--- config.mk ---
export PLATFORM = sky130hd
export DESIGN_NAME = seg_scan_driver
export DESIGN_NICKNAME = d
export VERILOG_FILES = /design/src/rtl/seg_pkg.sv /design/src/rtl/seg7_decode.sv /design/src/rtl/seg_scan_driver.sv
export SDC_FILE = /design/constraint.sdc
export NUM_CORES = 1
export LEC_CHECK = 0
export CAP_MARGIN = 10
export CORE_ASPECT_RATIO = 1.75
export CORE_UTILIZATION = 55
export CTS_CLUSTER_SIZE = 25
export DETAILED_ROUTE_END_ITERATION = 12
export PLACE_DENSITY = 0.79
export SLEW_MARGIN = 20
export SYNTH_ARGS = -nofsm -noshare
export SYNTH_HDL_FRONTEND = slang
export SYNTH_HIERARCHICAL = 1
export SYNTH_SLANG_ARGS = --single-unit
--- constraint.sdc ---
create_clock -name clk -period 4.9 [get_ports clk]
set_input_delay 0.98 -clock clk [delete_from_list [all_inputs] [get_ports clk]]
set_output_delay 0.98 -clock clk [all_outputs]
set_load 0.01 [all_outputs]
--- src/rtl/seg_pkg.sv ---
// Segment glyph constants shared by the display driver and its decoder.
// All glyphs are active-low, bit6 = g ... bit0 = a.
package seg_pkg;

  localparam logic [6:0] SEG_0   = 7'h40;
  localparam logic [6:0] SEG_1   = 7'h79;
  localparam logic [6:0] SEG_2   = 7'h24;
  localparam logic [6:0] SEG_3   = 7'h30;
  localparam logic [6:0] SEG_4   = 7'h19;
  localparam logic [6:0] SEG_5   = 7'h12;
  localparam logic [6:0] SEG_6   = 7'h02;
  localparam logic [6:0] SEG_7   = 7'h78;
  localparam logic [6:0] SEG_8   = 7'h00;
  localparam logic [6:0] SEG_9   = 7'h10;
  localparam logic [6:0] SEG_A   = 7'h08;
  localparam logic [6:0] SEG_B   = 7'h03;
  localparam logic [6:0] SEG_C   = 7'h46;
  localparam logic [6:0] SEG_D   = 7'h21;
  localparam logic [6:0] SEG_E   = 7'h06;
  localparam logic [6:0] SEG_F   = 7'h0E;
  localparam logic [6:0] SEG_ERR = 7'h36;
  localparam logic [6:0] SEG_OFF = 7'h7F;

endpackage

--- src/rtl/seg7_decode.sv ---
// Combinational nibble to 7-segment decoder (active-low).
// Codes 10-15 show A b C d E F when hex_en=1, otherwise the error glyph.
module seg7_decode
  import seg_pkg::*;
(
  input  logic       hex_en,
  input  logic [3:0] nibble,
  output logic [6:0] seg_n
);

  // Glyph lookup; hex letters fall back to the error glyph in BCD mode.
  always_comb begin
    seg_n = SEG_ERR;
    case (nibble)
      4'h0:    seg_n = SEG_0;
      4'h1:    seg_n = SEG_1;
      4'h2:    seg_n = SEG_2;
      4'h3:    seg_n = SEG_3;
      4'h4:    seg_n = SEG_4;
      4'h5:    seg_n = SEG_5;
      4'h6:    seg_n = SEG_6;
      4'h7:    seg_n = SEG_7;
      4'h8:    seg_n = SEG_8;
      4'h9:    seg_n = SEG_9;
      4'hA:    seg_n = hex_en ? SEG_A : SEG_ERR;
      4'hB:    seg_n = hex_en ? SEG_B : SEG_ERR;
      4'hC:    seg_n = hex_en ? SEG_C : SEG_ERR;
      4'hD:    seg_n = hex_en ? SEG_D : SEG_ERR;
      4'hE:    seg_n = hex_en ? SEG_E : SEG_ERR;
      4'hF:    seg_n = hex_en ? SEG_F : SEG_ERR;
      default: seg_n = SEG_ERR;
    endcase
  end

endmodule

--- src/rtl/seg_scan_driver.sv ---
// Multiplexed N-digit 7-segment scan driver.
// Double-buffers the display value (pending -> shadow at frame end), scans one
// digit per slot with a dark anti-ghost window at the start of each slot, and
// applies leading-zero blanking. All pin outputs are registered.
module seg_scan_driver
  import seg_pkg::*;
#(
  parameter int NDIG      = 4,
  parameter int SCAN_DIV  = 1000,
  parameter int BLANK_CYC = 16
) (
  input  logic              clk,
  input  logic              rst_n,
  input  logic [4*NDIG-1:0] value,
  input  logic [NDIG-1:0]   dp_in,
  input  logic              load,
  input  logic              hex_en,
  input  logic              lz_blank,
  output logic [6:0]        seg_n,
  output logic              dp_n,
  output logic [NDIG-1:0]   an_n,
  output logic              frame_done
);

  localparam int PW = $clog2(SCAN_DIV);
  localparam int IW = (NDIG > 1) ? $clog2(NDIG) : 1;
  localparam int BW = 5 * NDIG;  // {dp bits, value nibbles}

  logic [PW-1:0]   pcnt_q, pcnt_d;
  logic [IW-1:0]   idx_q, idx_d;
  logic [BW-1:0]   pend_q, pend_d;
  logic [BW-1:0]   shadow_q, shadow_d;
  logic            pend_flag_q, pend_flag_d;
  logic            tick_s, wrap_s, blank_s;
  logic            zero_above_s;
  logic [NDIG-1:0] lz_mask_s;
  logic [NDIG-1:0] an_sel_s;
  logic [3:0]      nib_s;
  logic            dp_s, lz_hide_s;
  logic [6:0]      dec_seg_s;
  logic [6:0]      seg_q, seg_d;
  logic            dp_q, dp_d;
  logic [NDIG-1:0] an_q, an_d;
  logic            fd_q, fd_d;

  // Slot prescaler and digit index; wrap marks the end of the last slot.
  always_comb begin
    tick_s = (pcnt_q == PW'(SCAN_DIV - 1));
    wrap_s = tick_s && (idx_q == IW'(NDIG - 1));
    pcnt_d = tick_s ? '0 : pcnt_q + PW'(1);
    if (tick_s) begin
      idx_d = wrap_s ? '0 : idx_q + IW'(1);
    end else begin
      idx_d = idx_q;
    end
  end

  // Pending/shadow buffering: shadow only moves at frame boundaries so a frame never tears.
  always_comb begin
    pend_d      = pend_q;
    pend_flag_d = pend_flag_q;
    shadow_d    = shadow_q;
    if (load && wrap_s) begin
      pend_d      = {dp_in, value};
      shadow_d    = {dp_in, value};
      pend_flag_d = 1'b0;
    end else if (load) begin
      pend_d      = {dp_in, value};
      pend_flag_d = 1'b1;
    end else if (wrap_s && pend_flag_q) begin
      shadow_d    = pend_q;
      pend_flag_d = 1'b0;
    end else begin
      pend_flag_d = pend_flag_q;
    end
  end

  // Leading-zero mask: walk from the top digit down while nibbles and dp bits stay zero.
  always_comb begin
    zero_above_s = 1'b1;
    lz_mask_s    = '0;
    for (int i = NDIG - 1; i >= 0; i--) begin
      zero_above_s = zero_above_s && (shadow_q[4*i +: 4] == 4'h0) && !shadow_q[4*NDIG + i];
      lz_mask_s[i] = lz_blank && (i != 0) && zero_above_s;
    end
  end

  // Select the scanned digit's nibble, dp and blanking flag, and its enable pattern.
  always_comb begin
    nib_s     = 4'h0;
    dp_s      = 1'b0;
    lz_hide_s = 1'b0;
    an_sel_s  = '1;
    for (int i = 0; i < NDIG; i++) begin
      if (idx_q == IW'(i)) begin
        nib_s       = shadow_q[4*i +: 4];
        dp_s        = shadow_q[4*NDIG + i];
        lz_hide_s   = lz_mask_s[i];
        an_sel_s[i] = 1'b0;
      end else begin
        an_sel_s[i] = 1'b1;
      end
    end
  end

  seg7_decode u_dec (
    .hex_en (hex_en),
    .nibble (nib_s),
    .seg_n  (dec_seg_s)
  );

  // Next output values: dark during the anti-ghost window, otherwise the scanned digit.
  always_comb begin
    blank_s = (pcnt_q < PW'(BLANK_CYC));
    fd_d    = wrap_s;
    if (blank_s) begin
      an_d  = '1;
      seg_d = SEG_OFF;
      dp_d  = 1'b1;
    end else begin
      an_d  = an_sel_s;
      seg_d = lz_hide_s ? SEG_OFF : dec_seg_s;
      dp_d  = !dp_s;
    end
  end

  // Scan state and display buffers.
  always_ff @(posedge clk or negedge rst_n) begin
    if (!rst_n) begin
      pcnt_q      <= '0;
      idx_q       <= '0;
      pend_q      <= '0;
      shadow_q    <= '0;
      pend_flag_q <= 1'b0;
    end else begin
      pcnt_q      <= pcnt_d;
      idx_q       <= idx_d;
      pend_q      <= pend_d;
      shadow_q    <= shadow_d;
      pend_flag_q <= pend_flag_d;
    end
  end

  // Registered pin outputs; reset drives the display dark.
  always_ff @(posedge clk or negedge rst_n) begin
    if (!rst_n) begin
      seg_q <= SEG_OFF;
      dp_q  <= 1'b1;
      an_q  <= '1;
      fd_q  <= 1'b0;
    end else begin
      seg_q <= seg_d;
      dp_q  <= dp_d;
      an_q  <= an_d;
      fd_q  <= fd_d;
    end
  end

  assign seg_n      = seg_q;
  assign dp_n       = dp_q;
  assign an_n       = an_q;
  assign frame_done = fd_q;

endmodule

# Word level (Yosys, flattened, before mapping)
# Cells that the tools add are included.
[totals]
regBits = 66
in_bits = 25
[classes]
n_addsub = 2
n_lt_le_gt_ge = 1
eq_ne = 20
muxes = 36
reduce_logical = 24
[ops]
columns = ["operator", "n"]
rows = [
  ["$pmux 7 s16", 1],
  ["$mux 20", 5],
  ["$eq 4x4->1 const B", 8],
  ["$mux 6", 4],
  ["$mux 7", 3],
  ["$mux 4", 5],
  ["$eq 4x3->1 const B", 4],
  ["$logic_not 4->1", 4],
  ["$mux 1", 15],
  ["$logic_and 1x1->1", 11],
  ["$add 10x1->10 const B", 1],
  ["$eq 10x10->1 const B", 1],
  ["$lt 10x5->1 const B", 1],
  ["$mux 10", 1],
  ["$eq 4x2->1 const B", 2],
  ["$mux 5", 1],
  ["$eq 2x2->1 const B", 2],
  ["$eq 4x1->1 const B", 1],
  ["$logic_not 1->1", 4],
  ["$reduce_bool 2->1", 2],
  ["$reduce_bool 3->1", 1],
  ["$add 2x1->2 const B", 1],
  ["$eq 2x1->1 const B", 1],
  ["$logic_not 2->1", 1],
  ["other kinds (3)", 3],
]

# Longest topological paths before layout
[logic_depth]
depth_word = 12
ltp_mapped = 11
mapped_depth_nobuf = 9

# Modules after synthesis
# The synthesis kept the hierarchy.
[by_module_without_submodules]
columns = ["module", "n_inst", "cells_per_inst", "area_per_inst_um2", "seq_area_each_um2"]
rows = [
  ["seg_scan_driver", 1, 256, 2817.7, 1666.6],
  ["seg7_decode", 1, 35, 224.0, 0.0],
]

# Worst setup path after synthesis
# OpenSTA, ideal clock, no wires.
[synth_timing]
path_kind = "register -> register"
from = "reg idx_q[0]"
to = "reg seg_q[3] (netlist: seg_n[3])"
setup_ns = 0.081
arrival_ns = 2.222
t_required_ns = 4.819
setup_slack_ns = 2.597
path_stages_with_launch = 10
n_path_buf = 1
synth_period_minus_slack_ns = 2.303
path_cell_list = "dfrtp_1 ha_1 clkbuf_1 nor2b_1 a221oi_1 o31ai_1 inv_1 and3_4 o22a_1 nand2b_1"
[synth_between]
elab_chain_cells = 9
word_cells_on_any_way = 30
cone_classes = "18 x eq/ne; 10 x mux; 2 x reduce/logical"
[synth_rtl]
columns = ["item", "line", "source"]
rows = [
  ["start, declared", "seg_scan_driver.sv:30", "logic [IW-1:0] idx_q, idx_d;"],
  ["start signal, assigned", "seg_scan_driver.sv:137", "idx_q <= idx_d;"],
  ["$logic_not 2->1", "seg_scan_driver.sv:95", "if (idx_q == IW'(i)) begin"],
  ["$mux 4 (3 in series)", "seg_scan_driver.sv:95", ""],
  ["$mux 4 *", "seg_scan_driver.sv:95", ""],
  ["via nib_s[3]", "seg_scan_driver.sv:38", "logic [3:0] nib_s;"],
  ["$eq 4x4->1 (tied with other cells)", "seg7_decode.sv:14", "case (nibble)"],
  ["$pmux 7 s16 *", "seg7_decode.sv:14", ""],
  ["via dec_seg_s[3]", "seg_scan_driver.sv:40", "logic [6:0] dec_seg_s;"],
  ["$mux 7 *", "seg_scan_driver.sv:122", "seg_d = lz_hide_s ? SEG_OFF : dec_seg_s;"],
  ["$mux 7 *", "seg_scan_driver.sv:116", "if (blank_s) begin"],
  ["via seg_d[3]", "seg_scan_driver.sv:41", "logic [6:0] seg_q, seg_d;"],
  ["end signal, assigned", "seg_scan_driver.sv:152", "seg_q <= seg_d;"],
  ["end, declared", "seg_scan_driver.sv:41", ""],
]
# The timed path passes the listed nets; every way through them passes the cells marked *.
# A chain may end at the register's enable or synchronous reset.

# Final worst setup path
[layout_timing]
from = "in load"
to = "reg shadow_q[14]"
[layout_between]
elab_chain_cells = 3
word_cells_on_any_way = 5
cone_classes = "1 x eq/ne; 1 x mux; 3 x reduce/logical"
[layout_rtl]
columns = ["item", "line", "source"]
rows = [
  ["start, declared", "seg_scan_driver.sv:16", "input logic load,"],
  ["$logic_and 1x1->1", "seg_scan_driver.sv:63", "if (load && wrap_s) begin"],
  ["$ne 2x1->1 (no source line) / $reduce_bool 2->1 (equally long branches)", "-", ""],
  ["$reduce_and 2->1 (no source line)", "-", ""],
  ["end signal, assigned", "seg_scan_driver.sv:139", "shadow_q <= shadow_d;"],
  ["end, declared", "seg_scan_driver.sv:32", "logic [BW-1:0] shadow_q, shadow_d;"],
]
# Several ways; a longest one is shown, not always the timed one.

==> key figures <==
STA
  – Period minus WS final: 2833 ps
  – RSZ-0062 raised after global routing: no
  – Setup TNS: 0 ps
  – Final count of hold timing violations: 0
  – Share of the cycle needed by the critical path after routing: 57.82%
  – Final Max Tran Viols: 0
  – Max Fclk: 353.0 MHz
  – Final setup viols: 0
  – Slew @ Worst Pin: 743.7 ps
  – Worst slew margin: 50.42%
  – Final Skew: 9.568 ps

GRT
  – Met3 GRT Util: 4.768%
  – Antenna violations before repair: 0
  – GR peak layer: met2
  – GR Util met2: 42.00%
  – Grt met1 use: 27.53%
  – Gr usage total: 24.18%
  – First-pass GRT wire length: 10520 um
  – Largest net degree at the start of global routing: 58
  – Gr ovfl total: 0
  – Vias in the first global route: 2285

Clocking
  – CTS sink count: 66
  – Clock-pin slew on the worst setup and hold paths: 60 ps
  – Clk root buf: clkbuf_8
  – Clock latency on the worst-skew pair: 340 ps
  – CTS max path bufs: 2
  – CTS tree: done
  – Post-CTS Resized: 0
  – Cts bufs inserted: 9
  – Hold-fix buffers, CTS: 0
  – H-tree levels: 3
  – Post-CTS Setup Bufs: 0

Pwr
  – Clock power share: 42.0%
  – Seq pwr share: 52.3%
  – Sw Pwr: 0.0002274 W
  – Switch share: 20.96%
  – Combinational share of power: 5.8%
  – Pwr Density: 296.3 nW/um^2
  – Peak VDD IR: 0.0002621 V
  – Leak Pwr: 1.599 nW
  – Internal power: 0.0008575 W

Job
  – Number of max-cap violations: 0

Logic synthesis
  – Syn nets: 321
  – FF+latch count, synth: 66
  – Fraction of registers with async set/reset: 100.0%
  – Seq/Total Area, Yosys: 54.79%
  – Synth Cell Area: 3042 sq um
  – Cell taking the most area after synthesis: dfrtp_1
  – Post-synth top area share: 44.43%
  – Distinct cell type count of the synthesized netlist: 45
  – EDFF count, synth: 0
  – Syn Area/Cell: 10.45 sq um
  – Syn Inst Count: 291
  – YS warnings: 6
  – Top post-synthesis cells by area: dfrtp_1, dfstp_2, nand2_1
  – Main flop type after synthesis: dfrtp_1

Critical path
  – Worst EP arrival: 3030 ps
  – Crit path capture type: register
  – CP required: 5100 ps
  – Crit path launch type: input pin
  – Crit path max fanout: 25
  – R2r worst-path depth: 9
  – Crit Path Class: input pin to register

Floorplan
  – Die width: 58.22 um
  – Rows: 35
  – Die Span Y: 100.4 um
  – Die Area: 5843 sq um
  – Top Ports: 38
  – Initial Utilization: 57.40%
  – Core Region: 5299 sq um

Final layout
  – Layout Nets: 360
  – Design area: 3661 sq um
  – ANT cells: 0
  – Most frequent cells in the layout: nand2_1, dfrtp_1, clkdlybuf4s50_1
  – Share of cells above drive strength 1: 18.21%
  – Layout area overhead: 20.36%
  – Most common library cell in the layout ignoring fill and taps: nand2_1

Placed design
  – Area after DPL: 3452 sq um
  – Number of port buffers: 37
  – Routability Congestion: 0.8155
  – Final HPWL DP: 4354 um

Detailed routing
  – Initial DRC count: 143
  – Detailed Route WL: 6144 um
  – Routed Antenna Nets: 0
  – Via Count: 2233
  – Routed WL per cell: 15.02 um
  – # DRC: 0
  – Detail-routed via count per cell: 5.460
  – Drt pass-1 iters: 6

Run status
  – Outcome: finished clean

Hold path
  – Hold Crit Class: register to register
  – Worst Hold Depth: 1
## power groups by stage
stage | registers, W | clock network, W | logic, W
5_1_grt | 0.000568 | 0.000485 | 0.0000691
2_1_floorplan | 0.000575 | 0 | 0.0000268
3_5_place_dp | 0.000577 | 0 | 0.0000641
6_report | 0.000567 | 0.000455 | 0.0000625
4_1_cts | 0.000567 | 0.000465 | 0.0000640
3_3_place_gp | 0.000576 | 0 | 0.0000621
## synthesized netlist by cell type, types with 3 or more instances
cell type,number
buf_6,3
nor4_1,3
ha_1,5
dfrtp_1,54
a21oi_1,5
inv_1,7
o22ai_1,8
nand3_1,7
nand2_1,65
o21ai_0,6
nor2_1,17
a221oi_1,5
nand2b_1,9
o31ai_1,5
mux2_2,20
nor3_1,3
clkbuf_1,7
xnor2_1,4
dfstp_2,12
nor2b_1,8
o21ai_1,6
## through the flow
stage                     worst slack [ps]   power, W  utilization (%)  hold slack (ps)  cells
after floorplan                       2597  0.0006020                -            432.9    291
after global placement                1788  0.0006381            65.15            443.4    393
after detailed placement              1711  0.0006409            65.15            450.0    393
after CTS                             1847   0.001096            68.90            464.3    409
after global routing                  1880   0.001122            69.09            485.0    409
final                                 2067   0.001085            69.09            467.2    409
## per-layer routing
metal  share of wire (%)  wire (um)
met2                  56       3460
met3                 3.3        201
met4                 2.3        140
met1                  38       2341
met5                   0          0
## logic make-up after synthesis
logic type               synth area share, %
adder cells (fa/ha/maj)                2.057
multiplexers                           7.404
buffers and inverters                  3.661
flip-flops                             54.79
AND/OR/NAND/NOR                        18.72
XOR/XNOR                               1.728
AO/OA/AOI/OAI                          11.64
## area by class of cell
cell class | instances | area (sq um)
Multi-Input combinational cell | 204 | 1274
Tap cell | 74 | 92.59
Sequential cell | 66 | 1667
Clock inverter | 3 | 40.04
Clock buffer | 13 | 158.9
Fill cell | 415 | 1638
Inverter | 7 | 26.28
Timing Repair Buffer | 42 | 402.9
## critical path, stage by stage
cell and delay, ps:
clkdlybuf4s50_1 460, buf_4 290, o21ai_0 200, or4_1 820, nand2_1 210, o21ai_2 70
## final timing paths
path	startpoint	slack, ps	endpoint
setup reg to reg	idx_q[1]$_DFFE_PN0P_	2140	seg_n[3]$_DFF_PN1_
hold reg to reg	pcnt_q[0]$_DFF_PN0_	470	pcnt_q[0]$_DFF_PN0_
hold / removal	pcnt_q[0]$_DFF_PN0_	470	pcnt_q[0]$_DFF_PN0_
max in group asynchronous	rst_n	3440	shadow_q[3]$_DFFE_PN0P_
min in group asynchronous	rst_n	490	pend_q[9]$_DFFE_PN0P_
setup / recovery	load	2070	shadow_q[14]$_DFFE_PN0P_
## flip-flops by register name (all words and copies together), names as in the netlist
| register | flops |
|---|---|
| pend_q | 20 |
| shadow_q | 20 |
| pcnt_q | 10 |
| seg_n | 7 |
| an_n | 4 |
| idx_q | 2 |
| dp_n | 1 |
| frame_done | 1 |
| pend_flag_q | 1 |
Power figures use the tool's default switching activity.
